[src/rtl/cpu_ctrl_pkg.sv]
// cpu_ctrl_pkg: shared types for the decode-stage control logic.
//   opcode_e    : 4-bit instruction opcode (values 7..15 decode as NOP)
//   alu_op_t    : 2-bit ALU operation select, with ALU_* constants
//   ctrl_t      : control bundle handed to the DecodeExecute register
//   state_e     : hazard FSM states
//   CTRL_BUBBLE : all-zero control bundle (no write, no memory, add)
package cpu_ctrl_pkg;

  typedef enum logic [3:0] {
    OP_NOP = 4'd0,
    OP_ADD = 4'd1,
    OP_SUB = 4'd2,
    OP_MUL = 4'd3,
    OP_AND = 4'd4,
    OP_LDR = 4'd5,
    OP_STR = 4'd6
  } opcode_e;

  typedef logic [1:0] alu_op_t;

  localparam alu_op_t ALU_ADD = 2'b00;
  localparam alu_op_t ALU_SUB = 2'b01;
  localparam alu_op_t ALU_MUL = 2'b10;
  localparam alu_op_t ALU_AND = 2'b11;

  typedef struct packed {
    logic    wbs;
    logic    wme;
    logic    mm;
    alu_op_t ALUop;
  } ctrl_t;

  typedef enum logic [1:0] {
    RUN      = 2'd0,
    LD_STALL = 2'd1,
    MUL_BUSY = 2'd2
  } state_e;

  localparam ctrl_t CTRL_BUBBLE = '{wbs: 1'b0, wme: 1'b0, mm: 1'b0, ALUop: ALU_ADD};

endpackage

[src/rtl/opcode_decoder.sv]
// opcode_decoder: pure combinational opcode -> control bundle.
//   opcode    in  [3:0]  instruction opcode field
//   ctrl      out ctrl_t wbs/wme/mm/ALUop for this opcode
//   reads_rs2 out        instruction sources rs2 (ADD/SUB/MUL/AND/STR)
module opcode_decoder
  import cpu_ctrl_pkg::*;
(
  input  logic [3:0] opcode,
  output ctrl_t      ctrl,
  output logic       reads_rs2
);

  // Opcode table; unused opcodes fall through to NOP.
  always_comb begin
    ctrl      = CTRL_BUBBLE;
    reads_rs2 = 1'b0;
    case (opcode)
      OP_ADD: begin ctrl = '{1'b1, 1'b0, 1'b0, ALU_ADD}; reads_rs2 = 1'b1; end
      OP_SUB: begin ctrl = '{1'b1, 1'b0, 1'b0, ALU_SUB}; reads_rs2 = 1'b1; end
      OP_MUL: begin ctrl = '{1'b1, 1'b0, 1'b0, ALU_MUL}; reads_rs2 = 1'b1; end
      OP_AND: begin ctrl = '{1'b1, 1'b0, 1'b0, ALU_AND}; reads_rs2 = 1'b1; end
      OP_LDR: begin ctrl = '{1'b1, 1'b0, 1'b1, ALU_ADD}; end
      OP_STR: begin ctrl = '{1'b0, 1'b1, 1'b0, ALU_ADD}; reads_rs2 = 1'b1; end
      default: begin ctrl = CTRL_BUBBLE; reads_rs2 = 1'b0; end
    endcase
  end

endmodule

[src/rtl/decode_control_unit.sv]
// decode_control_unit: decode-stage control generator with hazard FSM.
//   clk, rst            clock / asynchronous active-high reset
//   instr, instr_valid  IF/ID instruction and its valid flag
//   flush               squash from execute (highest priority)
//   wbs, wme, mm, ALUop control to DecodeExecute (combinational)
//   stall_f             hold PC and IF/ID this cycle
//   issue               instruction passes to DecodeExecute this cycle
// Optional (macro HAZARD_COUNTERS_EN): stall_cycles, flush_count saturating
// 16-bit event counters.
module decode_control_unit
  import cpu_ctrl_pkg::*;
#(
  parameter int MUL_LAT = 3,
  parameter int REG_AW  = 4
) (
  input  logic        clk,
  input  logic        rst,
  input  logic [31:0] instr,
  input  logic        instr_valid,
  input  logic        flush,
  output logic        wbs,
  output logic        wme,
  output logic        mm,
  output logic [1:0]  ALUop,
  output logic        stall_f,
  output logic        issue
`ifdef HAZARD_COUNTERS_EN
  ,
  output logic [15:0] stall_cycles,
  output logic [15:0] flush_count
`endif
);

  state_e              state;
  logic [3:0]          cnt;
  logic                ld_pend;
  logic [REG_AW-1:0]   ld_rd;

  logic [3:0]          opcode;
  logic [REG_AW-1:0]   rd, rs1, rs2;
  ctrl_t               dec_ctrl;
  ctrl_t               out_ctrl;
  logic                reads_rs2;
  logic                hazard;
  logic                unused_imm;

  assign opcode     = instr[31:28];
  assign rd         = instr[24 +: REG_AW];
  assign rs1        = instr[20 +: REG_AW];
  assign rs2        = instr[16 +: REG_AW];
  assign unused_imm = ^instr[15:0];

  opcode_decoder u_dec (
    .opcode    (opcode),
    .ctrl      (dec_ctrl),
    .reads_rs2 (reads_rs2)
  );

  // Only RUN can detect a load-use hazard; LD_STALL already paid the bubble.
  assign hazard = (state == RUN) && instr_valid && ld_pend &&
                  ((ld_rd == rs1) || (reads_rs2 && (ld_rd == rs2)));

  // Output mux: reset and flush force a bubble without stall.
  always_comb begin
    out_ctrl = CTRL_BUBBLE;
    stall_f  = 1'b0;
    issue    = 1'b0;
    if (rst || flush) begin
      out_ctrl = CTRL_BUBBLE;
    end else begin
      case (state)
        RUN: begin
          if (hazard) begin
            stall_f = 1'b1;
          end else if (instr_valid) begin
            out_ctrl = dec_ctrl;
            issue    = 1'b1;
          end else begin
            out_ctrl = CTRL_BUBBLE;
          end
        end
        LD_STALL: begin
          if (instr_valid) begin
            out_ctrl = dec_ctrl;
            issue    = 1'b1;
          end else begin
            out_ctrl = CTRL_BUBBLE;
          end
        end
        MUL_BUSY: stall_f = 1'b1;
        default:  out_ctrl = CTRL_BUBBLE;
      endcase
    end
  end

  assign wbs   = out_ctrl.wbs;
  assign wme   = out_ctrl.wme;
  assign mm    = out_ctrl.mm;
  assign ALUop = out_ctrl.ALUop;

  // Hazard FSM, MUL occupancy counter and pending-load tracking.
  always_ff @(posedge clk or posedge rst) begin
    if (rst) begin
      state   <= RUN;
      cnt     <= 4'd0;
      ld_pend <= 1'b0;
      ld_rd   <= '0;
    end else if (flush) begin
      state   <= RUN;
      cnt     <= 4'd0;
      ld_pend <= 1'b0;
    end else begin
      case (state)
        RUN, LD_STALL: begin
          if (hazard) begin
            state <= LD_STALL;
          end else if (issue) begin
            ld_pend <= (opcode == OP_LDR);
            if (opcode == OP_LDR) ld_rd <= rd;
            // A MUL issued from either state occupies execute for MUL_LAT cycles.
            if ((opcode == OP_MUL) && (MUL_LAT > 1)) begin
              cnt   <= 4'(MUL_LAT - 1);
              state <= MUL_BUSY;
            end else begin
              state <= RUN;
            end
          end else begin
            ld_pend <= 1'b0;
            state   <= RUN;
          end
        end
        MUL_BUSY: begin
          cnt <= cnt - 4'd1;
          if (cnt == 4'd1) state <= RUN;
        end
        default: state <= RUN;
      endcase
    end
  end

`ifdef HAZARD_COUNTERS_EN
  // Saturating stall / flush event counters.
  always_ff @(posedge clk or posedge rst) begin
    if (rst) begin
      stall_cycles <= 16'd0;
      flush_count  <= 16'd0;
    end else begin
      if (stall_f && (stall_cycles != 16'hFFFF)) stall_cycles <= stall_cycles + 16'd1;
      if (flush && (flush_count != 16'hFFFF)) flush_count <= flush_count + 16'd1;
    end
  end
`endif

endmodule

[config.mk]
export PLATFORM = sky130hd
export DESIGN_NAME = decode_control_unit
export DESIGN_NICKNAME = d
export VERILOG_FILES = /design/src/rtl/cpu_ctrl_pkg.sv /design/src/rtl/opcode_decoder.sv /design/src/rtl/decode_control_unit.sv
export SDC_FILE = /design/constraint.sdc
export NUM_CORES = 1
export LEC_CHECK = 0
export BUFFER_PORTS_ARGS = -buffer_cell sky130_fd_sc_hd__buf_2
export CAP_MARGIN = 25
export CORE_MARGIN = 8
export CORE_UTILIZATION = 42
export CTS_CLUSTER_SIZE = 30
export DETAILED_ROUTE_END_ITERATION = 10
export MAX_ROUTING_LAYER = met4
export PLACE_DENSITY_LB_ADDON = 0.08
export SYNTH_ARGS = -nofsm -noshare
export SYNTH_HDL_FRONTEND = slang
export SYNTH_SLANG_ARGS = --single-unit
export TNS_END_PERCENT = 5
[constraint.sdc]
create_clock -name clk -period 1.8 [get_ports clk]
set_input_delay 0.18 -clock clk [delete_from_list [all_inputs] [get_ports clk]]
set_output_delay 0.18 -clock clk [all_outputs]
set_load 0.1 [all_outputs]
==> results.txt <==
----------------------------------------------------
[Status]
  Run status ... finished with violations
  Violated checks ... negative setup slack

[Pwr]
  Worst vdd ir ... 0.425 mV
  Leak Pwr ... 0.597 nW
  Cell Pwr Density ... 494 nW/um^2
  Sw power ... 0.000219 W
  Combinational group share of total power ... 29.9%
  Sequential group share of total power ... 42.4%
  Internal power ... 0.000445 W
  Clock share of power ... 27.7%
  Switching power as a share of total power ... 33.0%

[Floorplanning]
  Row count ... 16
  Total die area ... 3810 sq um
  Die height ... 61.8 um
  Starting density of the core ... 44.8%
  Die span in x ... 61.8 um
  Area of the core ... 1960 sq um
  Number of ports placed on the die boundary ... 43

[Setup path]
  Startpoint class of the critical path ... register
  Largest driver fanout on the critical path ... 5
  Required time reported for the critical path endpoint ... 1620 ps
  CP Class ... reg2out
  Critical path arrival ... 2140 ps
  Kind of end point of the critical path ... primary output

[Layout]
  Number of diodes added for antenna fixing ... 0
  Post-synthesis to final-layout area growth ... 52.8%
  Layout cells sized above 1 ... 48.9%
  Layout net count ... 172

[Yosys]
  Count of flip-flops with a built-in enable after synthesis ... 0
  Average footprint of a synthesized cell ... 9.67 sq um
  Synthesized-area fraction occupied by xor and xnor cells ... 8.96%
  Post-synth net total ... 129
  Simple-gate share of the synthesized area ... 33.3%
  Post-synthesis compound-gate area fraction ... 11.4%
  Post-synthesis instance area ... 880 sq um
  Post-synthesis sequential area ratio ... 31.3%
  Top FF cell, synth ... dfrtp_1
  Async set-reset flop share out of synthesis ... 100%
  Yosys warnings ... 0
  Area share of the leading cell type in the synthesized netlist ... 31.3%
  Area contributors post-synth ... dfrtp_1 (31%), mux2_2 (5.1%), xnor2_1 (5.0%)
  Total of flip-flops plus latches after synthesis ... 11
  Top post-synthesis cells by count ... dfrtp_1 (11), nor2_1 (9), a21oi_1 (5), xnor2_1 (5)
  Cell count after synthesis ... 91
  Largest family of logic cells by synthesized area ... simple AND/OR/NAND/NOR gates
  Area leader, netlist ... dfrtp_1
  Mux share of post-synthesis cell area ... 5.12%
  Most common cell in the synthesized netlist ... dfrtp_1
  Area share of fa/ha/maj cells after synthesis ... 2.84%
  Synth cell types ... 36

[Timing]
  Final setup violating endpoints ... 7
  Setup TNS ... -2750 ps
  Share of the clock period used by the worst path ... 129%
  Timing-limited maximum frequency ... 0.432 GHz
  Least-Margin Pin Slew ... 444 ps
  Final hold violations ... 0
  Fin. max-slew vios ... 0
  Clock period minus worst slack ... 2320 ps
  Setup repair after global routing missed its margin ... true
  Minimum hold slack ... 129 ps
  Max transition margin ... 70.4%
  Final clock skew ... 9.77 ps
  Slack of the critical path ... -516 ps

[Global route]
  Sum of overflow across all layers after global routing ... 0
  GRT Overall Usage ... 13.4%
  Number of global-route vias before repair ... 822
  Antenna violations before repair ... 0
  First-pass GRT wire length ... 3.72 mm
  Pin count of the biggest net entering global routing ... 12

[Clocking]
  Number of levels in the clock H-tree ... 1
  Sinks on Clock Net ... 11
  Clock slew at reported path FFs ... 70 ps
  Buffer type at the clock tree root ... clkbuf_4
  CTS buffer count ... 3
  Source-to-sink clock delay at the later pin of the worst-skew pair ... 280 ps
  Maximum root-to-sink buffer count ... 2
  Clock tree from TritonCTS ... built

[Place]
  Number of input and output port buffers inserted ... 26
  Estimated wirelength of the detail-placed design ... 1.81 mm
  GP Congestion ... 0.842

[Drt]
  Post-detailed-route wirelength per cell ... 14.9 um
  Count of vias placed by the detailed router ... 838
  Sum of routed wire length over all layers ... 2.39 mm
  First-pass detailed-route iteration total ... 4
  Post-route antenna net violation count ... 0
  DRC errors left ... 0
  Mean number of vias per cell ... 5.24
  Starting DRC count in detailed routing ... 46

[Job]
  # Max-Cap Violations ... 0

[Min path]
  Min-Delay Path Class ... in2reg

----------------------------------------------------
placed cells by master (no fill, tap or decap), types with 2 or more instances in the layout:
cell	count
nor2b_1	2
mux2_4	2
ha_1	2
nor3b_1	2
xor2_1	4
inv_1	4
buf_6	4
nor4_4	3
xnor2_1	5
nor3_4	3
buf_2	19
buf_12	7
and3_1	2
nand3_1	4
o21ai_0	3
buf_4	13
dfrtp_1	11
clkbuf_4	3
nor2_1	9
mux2_2	2
a21oi_1	5
nand2_1	4
nor3_1	2
layer usage:
layer	share of wire (%)	wire length, um	track usage (%)	up-vias
met3	5.5	131	2.88	5
met4	1.1	26	4.87	0
li1	-	-	-	412
met5	0	0	-	-
met2	50	1190	21.0	23
met1	44	1040	16.5	398
metrics by stage:
stage	power [W]	util (%)	instance area [sq um]	cells	setup WS, ps
floorplan	0.000411	-	925	91	-829
global placement	0.000466	64.5	1270	154	-207
detailed placement	0.000470	64.5	1270	154	-254
CTS	0.000655	67.0	1310	159	-552
global route	0.000697	68.5	1340	160	-652
finish	0.000663	68.5	1340	160	-516
critical path: stages, from the launching register on:
cell,delay [ps]
dfrtp_1,410
buf_4,150
xnor2_1,110
nand4_1,80
nor2_1,60
or3b_4,400
buf_6,160
nor4b_4,280
buf_12,220
sequential cells by signal (all words and copies together) (netlist names):
name / cells
cnt: 4
ld_rd: 4
state: 2
ld_pend: 1
repair_timing:
action | CTS | global route
pin swaps | 6 | 3
endpoints found under the setup margin | 11 | 8
setup buffers | 0 | 1
hold buffers | 1 | 0
hold endpoints to repair | 11 | 0
resized for setup | 3 | 5
final cells by class:
cell class                 instances  area [sq um]
clock buffer                       3          22.5
clock inverter                     1          5.00
fill                             176           618
inverter                           4          15.0
multi-input combinational         70           604
sequential                        11           275
tap                               27          33.8
timing repair buffer              44           388
final timing paths:
path	start	cells after the start	to	slack, ps
setup / recovery	ld_rd[0]	8	wbs	-520
hold / removal	instr[24]	2	ld_rd[0]	130
setup reg to reg	state[1]	5	ld_rd[3]	20
hold reg to reg	ld_rd[0]	1	ld_rd[0]	570
max in group asynchronous	rst	3	ld_rd[1]	1030
min in group asynchronous	rst	3	ld_pend	450
logic make-up (layout without fill, tap and decap cells):
family,count (synthesis),in the layout
mux,4,4
compound gates,14,14
xor+xnor,9,9
simple gates,41,41
flops,11,11
fa+ha+maj,2,2
buf+inv,10,52
power groups by stage:
| stage | combinational, W | sequential (W) | clock (W) |
|---|---|---|---|
| 2_1_floorplan | 0.000128 | 0.000283 | 0 |
| 3_3_place_gp | 0.000181 | 0.000285 | 0 |
| 3_5_place_dp | 0.000184 | 0.000286 | 0 |
| 4_1_cts | 0.000189 | 0.000281 | 0.000185 |
| 5_1_grt | 0.000215 | 0.000285 | 0.000197 |
| 6_report | 0.000198 | 0.000281 | 0.000184 |
Note: power is estimated with default switching activity, not from simulation.
